===== src/rtl/mem_stage_if.sv =====
// Data-memory bus between the MEM stage (master) and the memory (slave).
// Single outstanding req/ack transaction; rdata is valid in the ack cycle.
interface mem_stage_if #(
    parameter int ADDR_W = 32
);
    logic              dmem_req;
    logic              dmem_we;
    logic [ADDR_W-1:0] dmem_addr;
    logic [3:0]        dmem_be;
    logic [31:0]       dmem_wdata;
    logic [31:0]       dmem_rdata;
    logic              dmem_ack;

    modport master (
        output dmem_req, dmem_we, dmem_addr, dmem_be, dmem_wdata,
        input  dmem_rdata, dmem_ack
    );

    modport slave (
        input  dmem_req, dmem_we, dmem_addr, dmem_be, dmem_wdata,
        output dmem_rdata, dmem_ack
    );
endinterface


===== src/rtl/mem_stage.sv =====
// MEM pipeline stage: drives load/store bus transactions and the MEM/WB register.
// Optional MEM_ALIGN_CHECK_EN: misaligned accesses raise exc_align instead of being force-aligned.
module mem_stage #(
    parameter int ADDR_W = 32,
    parameter int RD_W   = 5
) (
    input  logic            clk,
    input  logic            rst,
    input  logic            ex_valid,
    input  logic [31:0]     ex_alu,
    input  logic [31:0]     ex_sdata,
    input  logic            ex_mem_read,
    input  logic            ex_mem_write,
    input  logic [1:0]      ex_size,
    input  logic            ex_signed,
    input  logic [RD_W-1:0] ex_rd,
    input  logic            ex_reg_write,
    output logic            stall,
    mem_stage_if.master     dmem,
    output logic            wb_valid,
    output logic [31:0]     wb_alu,
    output logic [31:0]     wb_load,
    output logic            wb_memtoreg,
    output logic [RD_W-1:0] wb_rd,
    output logic            wb_reg_write
`ifdef MEM_ALIGN_CHECK_EN
    ,
    output logic            exc_align
`endif
);

    typedef enum logic {
        IDLE,
        ACCESS
    } state_t;

    state_t            state_q, state_d;

    logic              req_q, req_d;
    logic              we_q, we_d;
    logic [ADDR_W-1:0] addr_q, addr_d;
    logic [3:0]        be_q, be_d;
    logic [31:0]       wdata_q, wdata_d;
    logic [1:0]        size_q, size_d;
    logic              sgn_q, sgn_d;
    logic [RD_W-1:0]   rd_q, rd_d;
    logic              rw_q, rw_d;
    logic [31:0]       alu_q, alu_d;

    logic              wbv_q, wbv_d;
    logic [31:0]       wba_q, wba_d;
    logic [31:0]       wbl_q, wbl_d;
    logic              wbm_q, wbm_d;
    logic [RD_W-1:0]   wbr_q, wbr_d;
    logic              wbw_q, wbw_d;

    logic              mem_op;
    logic [ADDR_W-1:0] ex_addr;
    logic [3:0]        ex_be;
    logic [31:0]       ex_wdata;

`ifdef MEM_ALIGN_CHECK_EN
    logic              exc_q, exc_d;
    logic              misaligned;

    assign misaligned = ((ex_size == 2'b01) && ex_alu[0]) ||
                        (ex_size[1] && (ex_alu[1:0] != 2'b00));
`endif

    function automatic logic [31:0] extract(input logic [31:0] d, input logic [1:0] a,
                                            input logic [1:0] sz, input logic sx);
        logic [7:0]  b;
        logic [15:0] h;
        logic [31:0] r;
        case (a)
            2'd0:    b = d[7:0];
            2'd1:    b = d[15:8];
            2'd2:    b = d[23:16];
            default: b = d[31:24];
        endcase
        h = a[1] ? d[31:16] : d[15:0];
        if (sz == 2'b00)
            r = sx ? {{24{b[7]}}, b} : {24'h000000, b};
        else if (sz == 2'b01)
            r = sx ? {{16{h[15]}}, h} : {16'h0000, h};
        else
            r = d;
        return r;
    endfunction

    assign mem_op = ex_valid && (ex_mem_read || ex_mem_write);

    // Without the alignment check, low address bits are cleared so the bus never sees a misaligned access.
    always_comb begin
        ex_addr = ex_alu[ADDR_W-1:0];
`ifndef MEM_ALIGN_CHECK_EN
        if (ex_size == 2'b01)
            ex_addr[0] = 1'b0;
        else if (ex_size[1])
            ex_addr[1:0] = 2'b00;
`endif
    end

    always_comb begin
        ex_be    = '0;
        ex_wdata = '0;
        case (ex_size)
            2'b00: begin
                ex_be    = 4'b0001 << ex_addr[1:0];
                ex_wdata = {4{ex_sdata[7:0]}};
            end
            2'b01: begin
                ex_be    = ex_addr[1] ? 4'b1100 : 4'b0011;
                ex_wdata = {2{ex_sdata[15:0]}};
            end
            default: begin
                ex_be    = '1;
                ex_wdata = ex_sdata;
            end
        endcase
    end

    always_comb begin
        state_d = state_q;
        req_d   = req_q;
        we_d    = we_q;
        addr_d  = addr_q;
        be_d    = be_q;
        wdata_d = wdata_q;
        size_d  = size_q;
        sgn_d   = sgn_q;
        rd_d    = rd_q;
        rw_d    = rw_q;
        alu_d   = alu_q;
        wbv_d   = wbv_q;
        wba_d   = wba_q;
        wbl_d   = wbl_q;
        wbm_d   = wbm_q;
        wbr_d   = wbr_q;
        wbw_d   = wbw_q;
`ifdef MEM_ALIGN_CHECK_EN
        exc_d   = 1'b0;
`endif
        case (state_q)
            IDLE: begin
                if (!ex_valid) begin
                    wbv_d = 1'b0;
                end else if (!mem_op) begin
                    wbv_d = 1'b1;
                    wba_d = ex_alu;
                    wbm_d = 1'b0;
                    wbr_d = ex_rd;
                    wbw_d = ex_reg_write;
`ifdef MEM_ALIGN_CHECK_EN
                end else if (misaligned) begin
                    wbv_d = 1'b1;
                    wba_d = ex_alu;
                    wbm_d = 1'b0;
                    wbr_d = ex_rd;
                    wbw_d = 1'b0;
                    exc_d = 1'b1;
`endif
                end else begin
                    req_d   = 1'b1;
                    we_d    = ex_mem_write;
                    addr_d  = ex_addr;
                    be_d    = ex_be;
                    wdata_d = ex_wdata;
                    size_d  = ex_size;
                    sgn_d   = ex_signed;
                    rd_d    = ex_rd;
                    rw_d    = ex_reg_write;
                    alu_d   = ex_alu;
                    wbv_d   = 1'b0;
                    state_d = ACCESS;
                end
            end
            ACCESS: begin
                if (dmem.dmem_ack) begin
                    req_d   = 1'b0;
                    wbv_d   = 1'b1;
                    wba_d   = alu_q;
                    wbr_d   = rd_q;
                    if (!we_q) begin
                        wbl_d = extract(dmem.dmem_rdata, addr_q[1:0], size_q, sgn_q);
                        wbm_d = 1'b1;
                        wbw_d = rw_q;
                    end else begin
                        wbm_d = 1'b0;
                        wbw_d = 1'b0;
                    end
                    state_d = IDLE;
                end else begin
                    wbv_d = 1'b0;
                end
            end
            default: state_d = IDLE;
        endcase
    end

    always_ff @(posedge clk or posedge rst) begin
        if (rst) begin
            state_q <= IDLE;
            req_q   <= 1'b0;
            we_q    <= 1'b0;
            addr_q  <= '0;
            be_q    <= '0;
            wdata_q <= '0;
            size_q  <= '0;
            sgn_q   <= 1'b0;
            rd_q    <= '0;
            rw_q    <= 1'b0;
            alu_q   <= '0;
            wbv_q   <= 1'b0;
            wba_q   <= '0;
            wbl_q   <= '0;
            wbm_q   <= 1'b0;
            wbr_q   <= '0;
            wbw_q   <= 1'b0;
`ifdef MEM_ALIGN_CHECK_EN
            exc_q   <= 1'b0;
`endif
        end else begin
            state_q <= state_d;
            req_q   <= req_d;
            we_q    <= we_d;
            addr_q  <= addr_d;
            be_q    <= be_d;
            wdata_q <= wdata_d;
            size_q  <= size_d;
            sgn_q   <= sgn_d;
            rd_q    <= rd_d;
            rw_q    <= rw_d;
            alu_q   <= alu_d;
            wbv_q   <= wbv_d;
            wba_q   <= wba_d;
            wbl_q   <= wbl_d;
            wbm_q   <= wbm_d;
            wbr_q   <= wbr_d;
            wbw_q   <= wbw_d;
`ifdef MEM_ALIGN_CHECK_EN
            exc_q   <= exc_d;
`endif
        end
    end

    assign stall           = (state_q == ACCESS);
    assign dmem.dmem_req   = req_q;
    assign dmem.dmem_we    = we_q;
    assign dmem.dmem_addr  = addr_q;
    assign dmem.dmem_be    = be_q;
    assign dmem.dmem_wdata = wdata_q;
    assign wb_valid        = wbv_q;
    assign wb_alu          = wba_q;
    assign wb_load         = wbl_q;
    assign wb_memtoreg     = wbm_q;
    assign wb_rd           = wbr_q;
    assign wb_reg_write    = wbw_q;
`ifdef MEM_ALIGN_CHECK_EN
    assign exc_align       = exc_q;
`endif

endmodule


===== src/flat_wrapper.sv =====
// flat-port wrapper written by rule: the top's interface ports become plain ports
module mem_stage_flat 
#(
    parameter int ADDR_W = 32,
    parameter int RD_W   = 5
)
  (clk, rst, ex_valid, ex_alu, ex_sdata, ex_mem_read, ex_mem_write, ex_size, ex_signed, ex_rd, ex_reg_write, stall, wb_valid, wb_alu, wb_load, wb_memtoreg, wb_rd, wb_reg_write, dmem_dmem_req, dmem_dmem_we, dmem_dmem_addr, dmem_dmem_be, dmem_dmem_wdata, dmem_dmem_rdata, dmem_dmem_ack);
  mem_stage_if #(.ADDR_W(ADDR_W)) dmem_i ();
  input  logic clk;
  input  logic rst;
  input  logic ex_valid;
  input  logic [31:0] ex_alu;
  input  logic [31:0] ex_sdata;
  input  logic ex_mem_read;
  input  logic ex_mem_write;
  input  logic [1:0] ex_size;
  input  logic ex_signed;
  input  logic [RD_W-1:0] ex_rd;
  input  logic ex_reg_write;
  output logic stall;
  output logic wb_valid;
  output logic [31:0] wb_alu;
  output logic [31:0] wb_load;
  output logic wb_memtoreg;
  output logic [RD_W-1:0] wb_rd;
  output logic wb_reg_write;
  output wire logic [$bits(dmem_i.dmem_req)-1:0] dmem_dmem_req;
  output wire logic [$bits(dmem_i.dmem_we)-1:0] dmem_dmem_we;
  output wire logic [$bits(dmem_i.dmem_addr)-1:0] dmem_dmem_addr;
  output wire logic [$bits(dmem_i.dmem_be)-1:0] dmem_dmem_be;
  output wire logic [$bits(dmem_i.dmem_wdata)-1:0] dmem_dmem_wdata;
  input wire logic [$bits(dmem_i.dmem_rdata)-1:0] dmem_dmem_rdata;
  input wire logic [$bits(dmem_i.dmem_ack)-1:0] dmem_dmem_ack;
  assign dmem_dmem_req = dmem_i.dmem_req;
  assign dmem_dmem_we = dmem_i.dmem_we;
  assign dmem_dmem_addr = dmem_i.dmem_addr;
  assign dmem_dmem_be = dmem_i.dmem_be;
  assign dmem_dmem_wdata = dmem_i.dmem_wdata;
  assign dmem_i.dmem_rdata = dmem_dmem_rdata;
  assign dmem_i.dmem_ack = dmem_dmem_ack;
  mem_stage #(.ADDR_W(ADDR_W), .RD_W(RD_W)) u_core (.clk(clk), .rst(rst), .ex_valid(ex_valid), .ex_alu(ex_alu), .ex_sdata(ex_sdata), .ex_mem_read(ex_mem_read), .ex_mem_write(ex_mem_write), .ex_size(ex_size), .ex_signed(ex_signed), .ex_rd(ex_rd), .ex_reg_write(ex_reg_write), .stall(stall), .dmem(dmem_i), .wb_valid(wb_valid), .wb_alu(wb_alu), .wb_load(wb_load), .wb_memtoreg(wb_memtoreg), .wb_rd(wb_rd), .wb_reg_write(wb_reg_write));
endmodule

===== config.mk =====
export PLATFORM = sky130hd
export DESIGN_NAME = mem_stage_flat
export DESIGN_NICKNAME = d
export VERILOG_FILES = /design/src/rtl/mem_stage_if.sv /design/src/rtl/mem_stage.sv /design/src/flat_wrapper.sv
export SDC_FILE = /design/constraint.sdc
export NUM_CORES = 1
export LEC_CHECK = 0
export ABC_AREA = 1
export CAP_MARGIN = 20
export CORE_MARGIN = 3
export CORE_UTILIZATION = 42
export CTS_CLUSTER_DIAMETER = 30
export CTS_CLUSTER_SIZE = 40
export DETAILED_ROUTE_END_ITERATION = 16
export PLACE_DENSITY = 0.88
export REMOVE_ABC_BUFFERS = 1
export SLEW_MARGIN = 10
export SYNTH_ARGS = -nofsm -noshare
export SYNTH_HDL_FRONTEND = slang
export SYNTH_SLANG_ARGS = --single-unit

===== constraint.sdc =====
create_clock -name clk -period 5.14 [get_ports clk]
set_input_delay 1.028 -clock clk [delete_from_list [all_inputs] [get_ports clk]]
set_output_delay 1.028 -clock clk [all_outputs]
set_load 0.01 [all_outputs]

; After elaboration in Yosys (flattened, before gate mapping)
; Index checks and enable logic that the tools add are counted.
; W data, S select, Z words.
[totals]
ff_bits = 184
inputBits = 111
output_inout_bits = 143
word_cells = 79
[op_classes]
eq_ne = 8
shift = 1
n_mux = 42
n_bitwise = 2
reduce_logical = 9
[ops]
columns = cell, n
row1 = $mux W32, 7
row2 = $pmux W32 S2, 2
row3 = $pmux W8 S3, 1
row4 = $mux W1, 19
row5 = $mux W16, 1
row6 = $mux W5, 3
row7 = $reduce_and A3 Y1, 4
row8 = $pmux W1 S2, 5
row9 = $pmux W5 S2, 1
row10 = $pmux W4 S2, 1
row11 = $eq A2 B1 Y1 const B, 3
row12 = $logic_not A2 Y1, 3
row13 = $ne A2 B2 Y1 const B, 3
row14 = $mux W4, 1
row15 = $shl A1 B2 Y4 const A, 1
row16 = $eq A2 B2 Y1 const B, 1
row17 = $mux W2, 1
row18 = $ne A2 B1 Y1 const B, 1
row19 = $not A1 Y1, 2
row20 = $logic_and A1 B1 Y1, 1
row21 = $logic_or A1 B1 Y1, 1

; Longest topological paths before layout
; Gate-level depths: netlist of the first run.
[logic_depth]
word_depth = 5
mapped_depth = 10
ltp_nobuf = 9

; Least setup slack after synthesis of the first run
; OpenSTA, ideal clock, no wires.
[synth_timing]
kind = input to register
startpoint = input port ex_size[0]
endpoint = register u_core.be_q[0], in the netlist u_core.dmem.dmem_be[0]
setup_time_ns = 0.132
arrival_ns = 1.780
t_required_ns = 5.008
slack_ns = 3.229
path_stages = 5
n_path_buf = 1
path_cell_list = clkbuf_1 nor2_2 inv_1 nor2_1 o21ai_0
[synth_between]
elab_chain_len = 4
elab_cells_between_ends = 7
classes_between = eq/ne (1) / shift (1) / mux (4) / reduce/logical (1)
[synth_rtl]
columns = element, line
row1 = "start, declared", flat_wrapper.sv:16  ; input logic [1:0] ex_size;
row2 = $eq A2 B1 Y1, "mem_stage.sv:97, mem_stage.sv:107"
row3 = $mux W1, mem_stage.sv:97  ; if (ex_size == 2'b01)
row4 = $mux W4 / $shl A1 B2 Y4 (equally long branches), "mem_stage.sv:113, mem_stage.sv:109"
row5 = $pmux W4 S2 (*), mem_stage.sv:107  ; case (ex_size)
row6 = "end signal, assigned", mem_stage.sv:207  ; be_q <= '0;
row7 = "end signal, assigned", mem_stage.sv:228  ; be_q <= be_d;
row8 = "end, declared", mem_stage.sv:42  ; logic [3:0] be_q, be_d;
; Every way passes the cells marked *; elsewhere a longest branch is shown, timed or not.
; A chain may end at the register's enable or synchronous reset.

; Worst setup path in the final report of the first run
[layout_timing]
startpoint = register u_core.state_q, in the netlist u_core.stall
endpoint = output port stall
[layout_rtl]
columns = element, line
row1 = "start, declared", mem_stage.sv:37  ; state_t state_q, state_d;
row2 = "start signal, assigned", mem_stage.sv:224  ; state_q <= state_d;
row3 = "end, declared", flat_wrapper.sv:20  ; output logic stall;
; No word-level cell between the ends.

==> flow_summary.ini, run 1 <==
[worst_setup_path]
required_ps = 4110
crit_arrival_ps = 2190
cp_max_fo = 52
path_class = reg -> out
end_kind = output port
startpoint_type = flip-flop

[floorplanning]
fp.dieArea_mm2 = 0.02004
die_x_um = 141.6
row_count = 48
initial_core_util = 0.4371
die_y_um = 141.6
design.portCount = 254
core_region_area_mm2 = 0.01766

[yosys]
yosys_warnings = 0
synth.yosys.seq_area_share = 0.4993
ys_ff_latch = 154
syn_inst = 1035
yosysTopAreaCell = dfrtp_1
synth.area.top_cells = dfrtp_1, nand2_1, o21ai_0
synth_cell_types = 20
syn_area_mm2 = 0.007719
syn_area_per_cell_um2 = 7.458
yosysTopAreaCellShare = 0.4993

[power]
p_seq_frac = 0.375
powerDensity_mw_per_mm2 = 452.9
peakVddDrop_mv = 0.2672
p_switching_uw = 1622
combPwrFrac = 0.349
p_total_uw = 4858
swShare = 0.3338
p_clk_frac = 0.276
p_leak_uw = 0.005297
p_int_uw = 3236

[grt]
grt_pass1_vias = 6947
grt_max_degree = 106
antenna_found_initial = 0
grt-ovfl-total = 0
grt_use_total = 0.2148
grt_pass1_wl_mm = 34.80

[cells_and_area]
nets = 1341
drive_gt1_frac = 0.04666
syn_to_final_growth_pct = 38.97
num_antenna_cells = 0

[sta]
relSlewSlack = 0.3539
timing.final.ws_setup_ps = 1923
hold_viol = 0
tightest_slew_ps = 969.1
setup_violations = 0
report.final.slew_viol_count = 0
finClkSkew_ps = 6.952
rsz0062_at_grt = false
period_share = 0.6258
fin_crit_ps = 3217
fmax_mhz = 310.9

[clocking]
h-tree-depth = 4
cts_resized = 0
cts_buffers = 17
clkTransAtPathRegs_ps = 70
hold_buffers = 0
clk-insertion-delay-late_ps = 420
postCtsSetupRepairBufs = 0
cts_tree = done
cts-root-buf = clkbuf_16
cts_sinks = 154
clockBufferDepth = 2

[placed_design]
preCtsSetupSlack_ps = 1806
hpwl_mm = 14.84
numPortBuffers = 253
gp_congestion = 0.8443

[drt]
initialDrtViolationCount = 525
drt-total-wl_mm = 21.47
dr.pass1.iters = 7
vias_per_cell = 4.946
vias = 7260
drc = 0
detail-route-antenna-nets = 0
avgRoutedWirePerCell_um = 14.63

[run]
maxCapViolCount = 0

[worst_hold_path]
hold_class = reg -> reg

[run_status]
status = complete, no violations
[power groups by stage]
stage | clock [uW] | sequential, uW | combinational [uW]
floorplan | 0 | 1960 | 564
global placement | 0 | 1830 | 1670
detailed placement | 0 | 1830 | 1710
CTS | 1370 | 1820 | 1720
global route | 1420 | 1870 | 1870
finish | 1340 | 1820 | 1700
[through the flow]
stage                     hold slack [ps]  instances  setup TNS [ps]  utilization  instance area [um2]
final                               471.2       1468               0       0.6075                10730
after global routing                510.9       1468               0       0.6075                10730
after CTS                           476.4       1468               0       0.6075                10730
after detailed placement            459.3       1436               0       0.5720                10100
after global placement              454.5       1436               0       0.5720                10100
after floorplan                     452.9        951           -5821            -                 7213
[cell families (layout without fill, tap and decap cells)]
| kind of cell | count (synthesis) | in the layout | synth area share |
|---|---|---|---|
| AND/OR/NAND/NOR | 477 | 477 | 0.2435 |
| buffers and inverters | 220 | 428 | 0.1316 |
| flip-flops | 154 | 154 | 0.4993 |
| AO/OA/AOI/OAI | 184 | 184 | 0.1256 |
[cell usage after synthesis, drive strengths merged]
cell type  count
clkbuf        20
a21oi         32
dfrtp        154
buf           64
a41oi          8
nand3         35
o31ai          1
o21a           1
nor2          30
o21ai        142
inv          136
nand2        412
[sequential cells by signal (all words and copies together) (netlist names)]
signal                  count
u_core.dmem.dmem_wdata     32
u_core.wb_alu              32
u_core.wb_load             32
u_core.alu_q               31
u_core.rd_q                 5
u_core.wb_rd                5
u_core.dmem.dmem_be         4
u_core.dmem.dmem_addr       3
u_core.size_q               2
u_core.dmem.dmem_req        1
u_core.dmem.dmem_we         1
u_core.rw_q                 1
u_core.sgn_q                1
u_core.stall                1
u_core.wb_memtoreg          1
u_core.wb_reg_write         1
u_core.wb_valid             1
[final cells by class]
cell class	count	area, um2
flip-flops and latches	154	3855
inverters	136	516.7
clock inverters	15	201.4
multi-input cells	661	2849
clock buffers	17	425.4
well taps	225	281.5
fillers	1514	6930
repair buffers	260	2597
[path summary, 6_finish.rpt]
kind	slack [ps]	start	to	cells past startpoint
max reg2reg	2580	u_core.stall$_DFF_PP0_	u_core.wb_load[8]$_DFFE_PP0P_	6
max in group asynchronous	2970	rst	u_core.rd_q[2]$_DFFE_PP0P_	3
max	1920	u_core.stall$_DFF_PP0_	stall	2
min in group asynchronous	1220	rst	u_core.wb_alu[13]$_DFFE_PP0P_	2
min reg2reg	470	u_core.dmem.dmem_wdata[0]$_DFFE_PP0P_	u_core.dmem.dmem_wdata[0]$_DFFE_PP0P_	2
min	470	u_core.dmem.dmem_wdata[0]$_DFFE_PP0P_	u_core.dmem.dmem_wdata[0]$_DFFE_PP0P_	2
[layout by cell type, fill, tap and decap left out, drive strengths merged]
cell type	n
clkdlybuf4s50	253
clkbuf	17
dfrtp	154
nor2	30
buf	7
nand2	412
clkinv	2
o21a	1
o31ai	1
inv	143
nand3	35
a21oi	32
clkinvlp	3
a41oi	8
bufinv	3
o21ai	142
[critical path, stage by stage, from the launching register on]
cell and delay (ps):
dfrtp_2 640, buf_4 480, clkdlybuf4s50_1 630
[routing by layer]
metal  wire length [um]  vias up  global-route usage
met5                  0        -                   0
met4                542        0             0.08485
met3               1819       41             0.05865
met2              10190      310              0.3417
met1               8919     3359              0.2798
li1                   -     3550                   -
Power figures use the tool's default switching activity.
==> run 2, diff against run 1 <==
CORE_UTILIZATION = 47   (was 42)
PLACE_DENSITY = 0.93   (was 0.88)
clock period = 3.2 ns   (was 5.14 ns; I/O delays follow)
==> flow_summary.ini, run 2 (synthesis results as in run 1) <==
[run_status]
status = complete, no violations

[sta]
fin_crit_ps = 2411
tightest_slew_ps = 719.3
hold_viol = 0
fmax_mhz = 414.8
relSlewSlack = 0.5205
period_share = 0.7533
setup_violations = 0
rsz0062_at_grt = false
timing.final.ws_setup_ps = 789.4
finClkSkew_ps = 8.005
report.final.slew_viol_count = 0

[worst_setup_path]
startpoint_type = flip-flop
slowest_delay_ps = 690
r2r_end = u_core.wb_load[11]$_DFFE_PP0P_
worstPathCellList = clkdlybuf4s50_1
rr_worst_depth = 7
required_ps = 2560
cp_slowest_cell = dfrtp_2
cp_max_fo = 32
cpLargestDelayFamily = flip-flops
crit_arrival_ps = 1770
path_buf_inv = 1
r2r_setup_slack_ps = 1060
r2r-start = u_core.size_q[1]$_DFFE_PP0P_
end_kind = output port
path_class = reg -> out

[clocking]
clk-insertion-delay-late_ps = 410
cts_resized = 0
h-tree-depth = 4
postCtsSetupRepairBufs = 0
cts_tree = done
cts_sinks = 154
cts-root-buf = clkbuf_16
cts_buffers = 17
clockBufferDepth = 2
clkTransAtPathRegs_ps = 60
hold_buffers = 0

[power]
powerDensity_mw_per_mm2 = 702.8
p_leak_uw = 0.005289
peakVddDrop_mv = 0.3923

[floorplanning]
row_count = 46
die_y_um = 134.2
die_x_um = 134.2
initial_core_util = 0.4824
fp.dieArea_mm2 = 0.01800
design.portCount = 254
core_region_area_mm2 = 0.01600

[placed_design]
numPortBuffers = 253
placement.cell_area_mm2 = 0.01016
hpwl_mm = 15.32
gp_congestion = 0.8488
preCtsSetupSlack_ps = 741.6

[cells_and_area]
final-seq-area_mm2 = 0.003855
multiInputGateArea_mm2 = 0.002849
final_cell_mix = nand2_1, clkdlybuf4s50_1, dfrtp_1, inv_1, o21ai_0
nFillCells = 1306
nets = 1345
syn_to_final_growth_pct = 38.64
num_antenna_cells = 0
final_common_cell = nand2_1
drive_gt1_frac = 0.04812
fin_area_mm2 = 0.01070

[grt]
grt-ovfl-total = 0
grt_pass1_wl_mm = 34.11
grt_use_total = 0.2336
grt_pass1_vias = 6967
grt_max_degree = 79
antenna_found_initial = 0

[drt]
initialDrtViolationCount = 522
drt-total-wl_mm = 21.37
detail-route-antenna-nets = 0
vias = 7297
dr.pass1.iters = 7
vias_per_cell = 4.988
drc = 0
avgRoutedWirePerCell_um = 14.60

[run]
maxCapViolCount = 0

[worst_hold_path]
min_from = u_core.dmem.dmem_wdata[5]$_DFFE_PP0P_
hold_class = reg -> reg
hold_end = u_core.dmem.dmem_wdata[5]$_DFFE_PP0P_
hold_path_depth = 2
-- run 2: power by group --
part,internal (uW),total (uW),switching [uW]
Clock,1010,1850,841
Combinational,1440,2750,1310
Sequential,2520,2920,404
Total,4960,7520,2560
-- run 2: metal layers --
metal / GRT usage / share of wire
met1: 0.2868 / 0.41
met2: 0.3914 / 0.48
met4: 0.1024 / 0.035
met3: 0.06039 / 0.076
met5: 0 / 0
-- run 2: final cells by class --
class | instances | area share
Clock inverter | 13 | 0.01052
Sequential cell | 154 | 0.3602
Inverter | 136 | 0.04829
Tap cell | 216 | 0.02525
Clock buffer | 19 | 0.04045
Timing Repair Buffer | 264 | 0.2490
Multi-Input combinational cell | 661 | 0.2662
-- run 2: how the worst max path moves through the flow --
stage / start / endpoint / slack [ps] / depth (start not counted)
final: u_core.stall$_DFF_PP0_ / stall / 790 / 1
after global routing: u_core.stall$_DFF_PP0_ / stall / 690 / 1
after CTS: u_core.stall$_DFF_PP0_ / stall / 740 / 1
after detailed placement: ex_mem_write / u_core.dmem.dmem_wdata[16]$_DFFE_PP0P_ / 740 / 7
after global placement: ex_mem_write / u_core.dmem.dmem_wdata[22]$_DFFE_PP0P_ / 760 / 7
after floorplan: rst / u_core.alu_q[0]$_DFFE_PP0P_ / -1590 / 1
-- run 2: per-stage QoR --
stage          TNS [ps]  std cells  power (uW)  utilization  hold WS, ps
3_5_place_dp          0       1431        5704       0.6347        462.4
5_1_grt               0       1463        7970       0.6688        495.9
6_report              0       1463        7521       0.6688        474.8
4_1_cts               0       1463        7587       0.6688        473.5
3_3_place_gp          0       1431        5593       0.6347        453.8
2_1_floorplan   -244830        951        4059            -        452.9
==> variant (settings of run 1) <==
`addr_q` no longer has a reset.
--- a/src/rtl/mem_stage.sv
+++ b/src/rtl/mem_stage.sv
@@ -203,7 +203,6 @@
             state_q <= IDLE;
             req_q   <= 1'b0;
             we_q    <= 1'b0;
-            addr_q  <= '0;
             be_q    <= '0;
             wdata_q <= '0;
             size_q  <= '0;
@@ -224,7 +223,6 @@
             state_q <= state_d;
             req_q   <= req_d;
             we_q    <= we_d;
-            addr_q  <= addr_d;
             be_q    <= be_d;
             wdata_q <= wdata_d;
             size_q  <= size_d;
@@ -244,6 +242,10 @@
         end
     end
 
+    always_ff @(posedge clk) begin
+        addr_q <= addr_d;
+    end
+
     assign stall           = (state_q == ACCESS);
     assign dmem.dmem_req   = req_q;
     assign dmem.dmem_we    = we_q;
Function: changed (a bounded check fails within 4 cycles, from zero or initial values and one cycle with rst high).
==> variant against run 1 <==
First-iteration DRC count is 5.0% higher; critical path type is now flop to flop; area after synthesis is 5.3% higher; setup slack better by 0.25 ns; total power up 2.2%; largest power group unchanged; fmax rose by 8.3%; critical endpoint is now u_core.dmem.dmem_be[3]; global-route usage up 0.65 points; clock power decreased by 5%; routed wire length grew 7.8%; synthesized cell count down 3.7%; final area increased by 6.4%; sequential cell count increased by 30.
==> variant: results (changes against run 1) <==
stage;metric;value;unit;change
outcome;status;finished, final reports clean;;
synthesis;top cells by count, synth;nand2_1, dfrtp_1, inv_1, nor2_1, a21oi_1;;
finish;Fillers;1596;;+5.4%
global_route;met1 Use GR;0.280;;+0.000309
finish;Multi-In Gates;694;;+5.0%
timing;Clock Skews;0.0117;ns;+0.00471 ns
synthesis;Post-synth EDFFs;32;;+32
placed_design;Placed Area;10800;sq um;+7.1%
detailed_routing;top layer in use;met5;;
finish;layout cells sized above 1;0.0396;;-0.00708
synthesis;largest cells by area after synthesis;dfrtp_1, nand2_1, edfxtp_1, a31oi_1, inv_1;;
finish;nets@finish;1336;;-0.37%
synthesis;Compound-Gate Fraction of Synth Area;0.0798;;-0.0458
finish;Seq cells;184;;+19%
synthesis;post-synthesis sequential area ratio;0.586;;+0.0872
global_route;largest net degree at the start of global routing;99;;-6.6%
detailed_routing;M1 WL;9610;microns;+7.8%
critical_path;worst path arrival time;3.31;ns;+1.12 ns
finish;multi-input gate share of total cell area;0.252;;-0.0135
power;peak supply drop;0.000237;V;-11%
synthesis;synth unique cells;20;;unchanged
finish;Cell Count, Final, Fillers Out;1498;;+2.0%
finish;Signal inverters;65;;-52%
finish;Non-clock buffer share;0.230;;-0.0120
finish;Area Overhead vs Synth;40.5;%;
synthesis;ys async rst share;0.826;;-0.174
placed_design;GPL Wtd Cong;0.822;;-2.6%
global_route;Tot GR Track Use;0.221;;+0.00652
synthesis;Syn Area/Cell;8.15;sq um;+9.3%
finish;Seq area share;0.417;;+0.0580
power;clock distribution power;1.27;mW;-5%
detailed_routing;initial DRC count;551;;+5.0%
finish;Final clock-cell share;0.0499;;-0.00857
global_route;met3 global-route usage;0.0490;;-0.00961
placed_design;dpl hpwl;15600;microns;+5.1%
synthesis;Post-Syn Area;8120;sq um;+5.3%
min_path;hold path start;u_core.alu_q[2];;
finish;clock buffer count;20;;+3
global_route;met2 Use GR;0.377;;+0.0348
placed_design;pre-CTS setup slack;1.70;ns;-0.105 ns
global_route;global-route wire length before repair;38400;microns;+10%
detailed_routing;wire length on met2;11700;microns;+15%
timing;slew margin rel.;0.271;;-0.0834
detailed_routing;vias;7438;;+2.5%
finish;n_diodes;0;;unchanged
global_route;initial antenna violation count;1;;+1
detailed_routing;routed wl met3;1390;microns;-23%
critical_path;critical path peak fanout;93;;+79%
finish;Buffers excl. clock;263;;+1.2%
power;Int Pwr;3.37;mW;+4.2%
power;leakage power;5.44;nW;+2.7%
power;P_seq;2.09;mW;+15%
power;Comb group;1.60;mW;-6%
detailed_routing;final WL;23100;microns;+7.8%
detailed_routing;TritonRoute pass-1 iters;5;;-2
global_route;vias in the first global route;7450;;+7.2%
variant: cell count changes after synthesis, moves of 4 or more:
cell             run 1  this run
a21oi_1             32        40
a31oi_1              0        38
a41oi_1              8         0
buf_4               34         2
buf_6                4         0
edfxtp_1             0        32
inv_1              133        61
nand2_1            408       484
nand2_2              4         0
nor2_1              24        55
o21ai_0            118        28
o21ai_1             24         9
variant: final timing paths:
path / end / slack, ns
worst max-delay path: u_core.dmem.dmem_be[3] / 2.17
worst min-delay path: u_core.alu_q[2] / 0.48
worst max register to register: u_core.dmem.dmem_be[3] / 2.17
worst min register to register: u_core.alu_q[2] / 0.48
max in group asynchronous: u_core.dmem.dmem_wdata[5] / 3.02
min in group asynchronous: u_core.wb_valid / 1.16
variant: worst max-delay path: stages (launching register included):
cell and delay [ns]:
dfrtp_1 0.40, inv_2 0.57, nand2_1 0.30, a21oi_4 0.22, buf_4 0.84, o21ai_0 0.26
o21ai_0 0.22
